**config.mk**
```make
export PLATFORM = sky130hd
export DESIGN_NAME = writeback
export DESIGN_NICKNAME = d
export VERILOG_FILES = /design/src/rtl/writeback_pkg.sv /design/src/rtl/writeback_load_align.sv /design/src/rtl/writeback.sv
export SDC_FILE = /design/constraint.sdc
export NUM_CORES = 1
export LEC_CHECK = 0
export CAP_MARGIN = 20
export CORE_ASPECT_RATIO = 1.5
export CORE_MARGIN = 2
export CORE_UTILIZATION = 37
export CTS_CLUSTER_SIZE = 25
export DETAILED_ROUTE_END_ITERATION = 10
export GPL_TIMING_DRIVEN = 0
export PLACE_DENSITY = 0.93
export SLEW_MARGIN = 0
export SYNTH_ARGS = -nofsm -noshare
export SYNTH_HDL_FRONTEND = slang
export SYNTH_SLANG_ARGS = --single-unit
```
**constraint.sdc**
```tcl
create_clock -name clk -period 2.7 [get_ports clk]
set_clock_uncertainty 0.2 [all_clocks]
set_input_delay 0.54 -clock clk [delete_from_list [all_inputs] [get_ports clk]]
set_output_delay 0.54 -clock clk [all_outputs]
set_load 0.005 [all_outputs]
```
**src/rtl/writeback_pkg.sv**
```systemverilog
// Shared opcode/funct3 constants, instruction field helpers and stage types for the writeback stage.
package writeback_pkg;

  localparam logic [6:0] OPC_LOAD   = 7'b0000011;
  localparam logic [6:0] OPC_OPIMM  = 7'b0010011;
  localparam logic [6:0] OPC_AUIPC  = 7'b0010111;
  localparam logic [6:0] OPC_STORE  = 7'b0100011;
  localparam logic [6:0] OPC_OP     = 7'b0110011;
  localparam logic [6:0] OPC_LUI    = 7'b0110111;
  localparam logic [6:0] OPC_BRANCH = 7'b1100011;
  localparam logic [6:0] OPC_JALR   = 7'b1100111;
  localparam logic [6:0] OPC_JAL    = 7'b1101111;

  localparam logic [2:0] FUNCT3_LB  = 3'b000;
  localparam logic [2:0] FUNCT3_LH  = 3'b001;
  localparam logic [2:0] FUNCT3_LW  = 3'b010;
  localparam logic [2:0] FUNCT3_LBU = 3'b100;
  localparam logic [2:0] FUNCT3_LHU = 3'b101;

  typedef enum logic [1:0] {
    ST_EMPTY = 2'd0,
    ST_HOLD  = 2'd1,
    ST_LWAIT = 2'd2
  } wb_state_e;

  typedef struct packed {
    logic [31:0] pc;
    logic [31:0] inst;
    logic [1:0]  addr_lo;
    logic [31:0] result;
  } stage_t;

  function automatic logic [6:0] inst_opcode(input logic [31:0] inst);
    return inst[6:0];
  endfunction

  function automatic logic [2:0] inst_funct3(input logic [31:0] inst);
    return inst[14:12];
  endfunction

  function automatic logic [31:0] inst_imm_i(input logic [31:0] inst);
    return {{20{inst[31]}}, inst[31:20]};
  endfunction

  // STORE, BRANCH and unknown opcodes retire without touching the register file.
  function automatic logic opcode_writes_rd(input logic [6:0] opc);
    return opc inside {OPC_OPIMM, OPC_OP, OPC_LUI, OPC_AUIPC, OPC_JAL, OPC_JALR, OPC_LOAD};
  endfunction

endpackage

```
**src/rtl/writeback_load_align.sv**
```systemverilog
// Load data alignment: picks the addressed byte/half from a word-aligned little-endian
// word and sign- or zero-extends it according to funct3.
module writeback_load_align
  import writeback_pkg::*;
(
  input  logic [31:0] rdata_i,
  input  logic [1:0]  addr_lo_i,
  input  logic [2:0]  funct3_i,
  output logic [31:0] data_o
);

  logic [7:0]  lane [4];
  logic [7:0]  byte_sel;
  logic [15:0] half_sel;

  for (genvar gi = 0; gi < 4; gi++) begin : g_lane
    assign lane[gi] = rdata_i[8*gi +: 8];
  end

  assign byte_sel = lane[addr_lo_i];
  // Only addr_lo[1] selects the half, so a halfword at offset 3 reads the upper half.
  assign half_sel = addr_lo_i[1] ? rdata_i[31:16] : rdata_i[15:0];

  always_comb begin
    data_o = 32'hFFFF_FFFF;
    unique case (funct3_i)
      FUNCT3_LB:  data_o = {{24{byte_sel[7]}}, byte_sel};
      FUNCT3_LH:  data_o = {{16{half_sel[15]}}, half_sel};
      FUNCT3_LW:  data_o = rdata_i;
      FUNCT3_LBU: data_o = {24'h0, byte_sel};
      FUNCT3_LHU: data_o = {16'h0, half_sel};
      default:    data_o = 32'hFFFF_FFFF;
    endcase
  end

endmodule

```
**src/rtl/writeback.sv**
```systemverilog
// Writeback stage: holds one instruction from execute, waits for load data, drives the RF write port.
// Optional retired-instruction counter built when WB_INSTRET_EN is defined.
module writeback
  import writeback_pkg::*;
#(
  parameter int RF_ADDR_W = 5,
  parameter int INSTRET_W = 64
) (
  input  logic                 clk,
  input  logic                 rst,
  input  logic                 valid_i,
  output logic                 ready_o,
  input  logic [31:0]          pc_i,
  input  logic [31:0]          inst_i,
  input  logic [31:0]          r0data_i,
  input  logic [31:0]          result_i,
  input  logic [31:0]          dmem_rdata_i,
  input  logic                 dmem_rvalid_i,
  output logic                 rf_we_o,
  output logic [RF_ADDR_W-1:0] rf_waddr_o,
  output logic [31:0]          rf_wdata_o,
  output logic                 busy_o,
  output logic [INSTRET_W-1:0] instret_o
);

  logic                 v_q, v_d;
  stage_t               stage_q, stage_d;
  wb_state_e            state;
  logic                 is_load;
  logic                 done;
  logic                 capture;
  logic [31:0]          addr_sum;
  logic [31:0]          load_data;
  logic [RF_ADDR_W-1:0] rd;
  logic                 unused_bits;

  assign is_load  = inst_opcode(stage_q.inst) == OPC_LOAD;
  assign rd       = stage_q.inst[7 +: RF_ADDR_W];
  assign addr_sum = r0data_i + inst_imm_i(inst_i);

  // The state is a pure decode of the stage register; there is no separate state flop.
  always_comb begin
    state = ST_EMPTY;
    if (v_q) state = is_load ? ST_LWAIT : ST_HOLD;
  end

  always_comb begin
    done    = 1'b0;
    busy_o  = 1'b0;
    ready_o = 1'b1;
    capture = 1'b0;
    v_d     = v_q;
    stage_d = stage_q;
    unique case (state)
      ST_EMPTY: ;
      ST_HOLD:  done = 1'b1;
      ST_LWAIT: begin
        done   = dmem_rvalid_i;
        busy_o = ~dmem_rvalid_i;
      end
      default: ;
    endcase
    ready_o = ~v_q | done;
    capture = valid_i & ready_o;
    if (ready_o) v_d = valid_i;
    if (capture) begin
      stage_d = '{pc: pc_i, inst: inst_i, addr_lo: addr_sum[1:0], result: result_i};
    end
  end

  always_ff @(posedge clk) begin
    if (rst) begin
      v_q     <= 1'b0;
      stage_q <= '0;
    end else begin
      v_q     <= v_d;
      stage_q <= stage_d;
    end
  end

  writeback_load_align u_load_align (
    .rdata_i   (dmem_rdata_i),
    .addr_lo_i (stage_q.addr_lo),
    .funct3_i  (inst_funct3(stage_q.inst)),
    .data_o    (load_data)
  );

  assign rf_we_o    = done & opcode_writes_rd(inst_opcode(stage_q.inst)) & (rd != '0);
  assign rf_waddr_o = rd;
  assign rf_wdata_o = is_load ? load_data : stage_q.result;

  assign unused_bits = ^{stage_q.pc, stage_q.inst, addr_sum[31:2]};

`ifdef WB_INSTRET_EN
  logic [INSTRET_W-1:0] instret_q, instret_d;

  always_comb begin
    instret_d = instret_q;
    if (done) instret_d = instret_q + INSTRET_W'(1);
  end

  always_ff @(posedge clk) begin
    if (rst) instret_q <= '0;
    else     instret_q <= instret_d;
  end

  assign instret_o = instret_q;
`else
  assign instret_o = '0;
`endif

endmodule

```
# Word-level counts from Yosys, hierarchy flattened
# Index checks and enable logic that the tools add are counted.
classes:
  addsub: 1
  order_cmp: 1
  n_eq_ne: 13
  muxes: 10
  bitwise_logic: 7
  n_reduce_logical: 3
ops:
  columns: ["operator", "n"]
  rows:
  - ["one-hot mux 32 bit (5 select lines)", 1]
  - ["2-to-1 mux 32 bit", 1]
  - ["binary-select mux 8 bit (select 2 bit)", 1]
  - ["2-to-1 mux 16 bit", 1]
  - ["2-to-1 mux 8 bit", 2]
  - ["equality test 7 x 5 -> 1 bit (second input constant)", 2]
  - ["equality test 7 x 6 -> 1 bit (second input constant)", 2]
  - ["equality test 7 bit (second input constant)", 2]
  - ["equality test 7 x 2 -> 1 bit (second input constant)", 1]
  - ["nonzero test 7 bit", 1]
  - ["equality test 3 bit (second input constant)", 2]
  - ["nonzero test 5 bit", 1]
  - ["2-to-1 mux 2 bit", 2]
  - ["AND 1 bit", 3]
  - ["equality test 3 x 1 -> 1 bit (second input constant)", 1]
  - ["equality test 3 x 2 -> 1 bit (second input constant)", 1]
  - ["greater-or-equal comparator 3 bit (second input constant)", 1]
  - ["logical NOT 3 bit", 1]
  - ["inverter 2 -> 3 bit", 1]
  - ["adder 2 bit", 1]
  - ["equality test 2 x 1 -> 1 bit (second input constant)", 1]
  - ["equality test 2 bit (second input constant)", 1]
  - ["inverter 1 bit", 2]
  - ["one-hot mux 1 bit (2 select lines)", 1]
  - ["2 further kinds", 2]
word_totals:
  ff_bits: 50
  out_inout_bits: 104
  elab_cells: 39

# Depth between registers and ports, before layout
depth:
  word_depth: 7
  mapped_depth: 6

# Cells and area by module
# Synthesis repeated with hierarchy kept, for this count alone.
unflattened:
  cells_unflattened: 463
  hier_area_um2: 3908.7
by_module_without_submodules:
  columns: ["module", "instances", "cells_per_inst", "area_per_inst_um2"]
  rows:
  - ["writeback", 1, 337, 3015.4]
  - ["writeback_load_align", 1, 126, 893.4]

# Worst setup path before layout
# No wires, ideal clock.
synth_timing:
  kind: "input -> output"
  from: "input port dmem_rdata_i[31]"
  to: "output port rf_wdata_o[22]"
  arrival_time_ns: 1.465
  required_time_ns: 1.960
  slack_ns: 0.495
  path_stages: 4
  n_path_buf: 1
  cell_sequence: "mux4_2 nand2_1 buf_2 a41oi_1"
synth_between:
  elab_chain_cells: 5
  elab_cells_between_ends: 6
  cone_classes: "6 x mux"
synth_lines:
  columns: ["item", "line", "text"]
  rows:
  - ["start: declaration", "writeback.sv:17", "input logic [31:0] dmem_rdata_i,"]
  - ["binary-select mux 8 bit (select 2 bit)", "writeback_load_align.sv:20", "assign byte_sel = lane[addr_lo_i];"]
  - ["2-to-1 mux 8 bit (not written as such) (2 in series)", "writeback_load_align.sv:20", null]
  - ["one-hot mux 32 bit (5 select lines) *", "writeback_load_align.sv:26", "unique case (funct3_i)"]
  - ["2-to-1 mux 32 bit *", "writeback.sv:90", "assign rf_wdata_o = is_load ? load_data : stage_q.result;"]
  - ["end: declaration", "writeback.sv:21", "output logic [31:0] rf_wdata_o,"]
# Mark *: on every way between the ends. The rest lies on a longest branch, timed or not. The select of a mux whose other input is x is not followed.

# Final worst setup path
layout_timing:
  from: "input port dmem_rdata_i[7]"
  to: "output port rf_wdata_o[25]"
layout_between:
  elab_chain_cells: 5
layout_lines:
  columns: ["item", "line"]
  rows:
  - ["binary-select mux 8 bit (select 2 bit)", "writeback_load_align.sv:20"]
  - ["2-to-1 mux 8 bit (not written as such) (2 in series)", "writeback_load_align.sv:20"]
  - ["one-hot mux 32 bit (5 select lines)", "writeback_load_align.sv:26"]
  - ["2-to-1 mux 32 bit", "writeback.sv:90"]
# Every way passes these cells. The select of a mux whose other input is x is not followed.

==> flow_summary_export.csv <==
group,metric,value,unit
sta,fin_hold_ws,0.2757,ns
outcome,status,"completed",
routing,num_vias,4136,
final_layout,synthToLayoutAreaGrowth,52.81,%
worst_setup_path,cp_cell_sequence,"dlygate4sd2_1, mux4_2, nand2_4, buf_6, a41oi_2, clkdlybuf4s15_1",
synthesis,syn_area,4033,sq um
worst_hold_path,hp-class,"reg2reg",
routing,drt_iter0_markers,294,
die,die_w,89.24,um
clock_network,htreeDepth,2,
synthesis,synth_area_per_cell,8.419,sq um
worst_setup_path,cp_slowest_stage_delay,0.51,ns
sta,period_minus_slack,2.668,ns
sta,period_share,0.9883,
global_route,grt_max_degree,17,
die,dieArea,11770,sq um
pwr,p_total,2.283,mW
place,dp_hpwl,10070,um
global_route,grt_pass1_wl,20560,um
sta,setup_slack,0.03167,ns
global_route,grt_usage,0.2211,
place,gp_congestion,0.9155,
routing,firstDrtPassIters,5,
routing,ant_nets,0,
die,row_count,46,
synthesis,ys.warnings.count,0,
synthesis,synth.distinct_cells,32,
clock_network,hold_buffers,0,
final_layout,nets,853,
die,start_util,0.3808,
pwr,power_density,370.4,nW/um^2
routing,wl_per_cell,16.37,um
global_route,antenna_found_initial,2,
sta,drv_slew,0,
sta,finalSetupViolCount,0,
synthesis,netlist_instances,479,
sta,rsz0062_at_grt,"no",
worst_setup_path,worstPathBufferInverterCount,3,
die,io_pins,268,
worst_setup_path,critPathKind,"in2out",
global_route,grt_pass1_vias,4068,
worst_setup_path,crit_arrival,1.93,ns
clock_network,cts_tree,"done",
die,fp.dieH,131.9,um
sta,hold_viol_final,0,
worst_setup_path,path_delay_family,"buffers and inverters",
synthesis,yosysSeqAreaShare,0.2482,
worst_setup_path,critical_path.endpoint_type,"output port",
worst_setup_path,cpMaxStageDelayCell,"mux4_2",
worst_setup_path,worstPathMaxFanout,5,
routing,route.detailed.drc,0,
pwr,p_leak,2.793,nW
die,core_area,10590,sq um
clock_network,clkLatencyLatePin,0.29,ns
routing,vias_per_cell,4.947,
global_route,grt_overflow,0,
place,portBuffers,125,
clock_network,cts_made_buffers,5,
worst_setup_path,cp.required,1.96,ns
worst_setup_path,start_kind,"primary input",
flow_run,cap_violations,0,
pwr,max-vdd-ir-drop,290.7,uV
sta,timing.fmax,374.8,MHz
clock_network,cts.sinks,50,
place,dp_slack,-0.6900,ns
clock_network,cts_buffer_depth,2,
final_layout,drive_gt1_frac,0.2772,
synthesis,synth_seq_cells,50,
clock_network,cts_root_buffer,"clkbuf_16",
sta,tns,0,ns
clock_network,clk_pin_slew_worst_paths,0.07,ns
routing,routed_wl,13680,um
-- placed cells by master (no fill, tap or decap), types with 11 or more instances in the layout --
cell type / n
a21oi_1: 37
a41oi_2: 14
buf_2: 21
buf_4: 89
clkdlybuf4s50_1: 68
conb_1: 64
dfxtp_1: 47
dlygate4sd2_1: 22
mux2i_1: 45
nand2_1: 34
nand2b_1: 90
nor2b_1: 11
-- flip-flops by register name, summed over array words and instances (netlist names) --
signal and cells:
stage_q 44, rf_waddr_o 5, v_q 1
-- synthesized netlist by cell type --
cell      count  area [sq um]
a21oi_1      37         185.2
a22oi_1       8         60.06
a31oi_1       9         56.30
a41oi_1      24         210.2
and3_1        1         6.260
and3b_1       9         78.83
and4b_1       1         10.01
buf_2        11         55.05
buf_4        73         548.0
clkbuf_1     25         93.84
conb_1        1         3.750
dfxtp_1      50          1001
ha_1          1         12.51
inv_1         2         7.510
mux2_2        9         101.4
mux2i_1      45         450.4
mux4_2        8         180.2
nand2_1      36         135.1
nand2b_1     91         569.3
nand3_1       1         5.000
nand3b_1      2         15.01
nor2_1        2         7.510
nor2b_1      11         68.82
nor3_1        2         10.01
nor3b_1       2         15.01
nor4_4        1         21.27
o211ai_1      1         7.510
o21ai_0      10         50.05
o311ai_0      3         26.28
or4_1         1         7.510
or4_4         1         11.26
xnor3_1       1         22.52
-- through the flow --
stage	util	instance area, sq um	instances
after floorplan	-	4269	542
after global placement	0.5383	5700	811
after detailed placement	0.5383	5700	811
after CTS	0.5751	6091	834
after global routing	0.5814	6157	834
final	0.5819	6162	836
-- power by group --
group          internal [mW]  switching (mW)  leakage, nW  total (mW)
clock                  0.373           0.300       0.0735       0.673
combinational          0.438           0.350         2.31       0.788
sequential             0.784          0.0378        0.414       0.822
total                   1.60           0.687         2.79        2.28
-- logic make-up (layout without fill, tap and decap cells) --
family | count (synthesis) | after routing | share of synthesized area
other cells | 1 | 67 | 0.0009299
mux | 62 | 62 | 0.1815
buf+inv | 111 | 258 | 0.1747
flops | 50 | 50 | 0.2482
simple gates | 161 | 161 | 0.2383
xor+xnor | 1 | 1 | 0.005584
fa+ha+maj | 1 | 1 | 0.003102
compound gates | 92 | 92 | 0.1477
-- final timing paths --
kind / start / endpoint / slack [ns] / cells after the start
worst max register to register: stage_q[38] / stage_q[14] / 0.52 / 8
worst min register to register: stage_q[3] / stage_q[3] / 0.28 / 2
worst min-delay path: stage_q[3] / stage_q[3] / 0.28 / 2
worst max-delay path: dmem_rdata_i[7] / rf_wdata_o[25] / 0.03 / 6
-- final cells by class --
class / instances / area [sq um]
multi-input cells: 381 / 2753
fillers: 933 / 4428
flip-flops and latches: 50 / 1007
diodes: 3 / 7.507
clock buffers: 6 / 138.9
inverters: 2 / 7.507
clock inverters: 2 / 16.27
repair buffers: 143 / 1272
plain buffers: 105 / 779.5
well taps: 144 / 180.2
-- worst reg2reg max path: stages (launching register included) --
cell and delay, ns:
dfxtp_1 0.45, nor4_4 0.08, buf_4 0.16, buf_4 0.13, buf_4 0.12, a31oi_1 0.12, buf_2 0.32, buf_4 0.30
mux2i_1 0.23
-- metal layers --
metal / GRT usage / routed length (um) / part of all wire
met1: 0.2566 / 5089 / 0.37
met2: 0.3716 / 6582 / 0.48
met3: 0.04759 / 1394 / 0.10
met4: 0.1119 / 616 / 0.045
met5: 0 / 0 / 0
-- what timing repair did --
action | 4_1_cts | 5_1_grt
resized for setup | 171 | 41
setup endpoints to repair | 35 | 34
pin swaps | 3 | 3
buffers inserted | 16 | 2
gates cloned | 1 | 0
No activity file was read; power rests on OpenSTA's default activity.
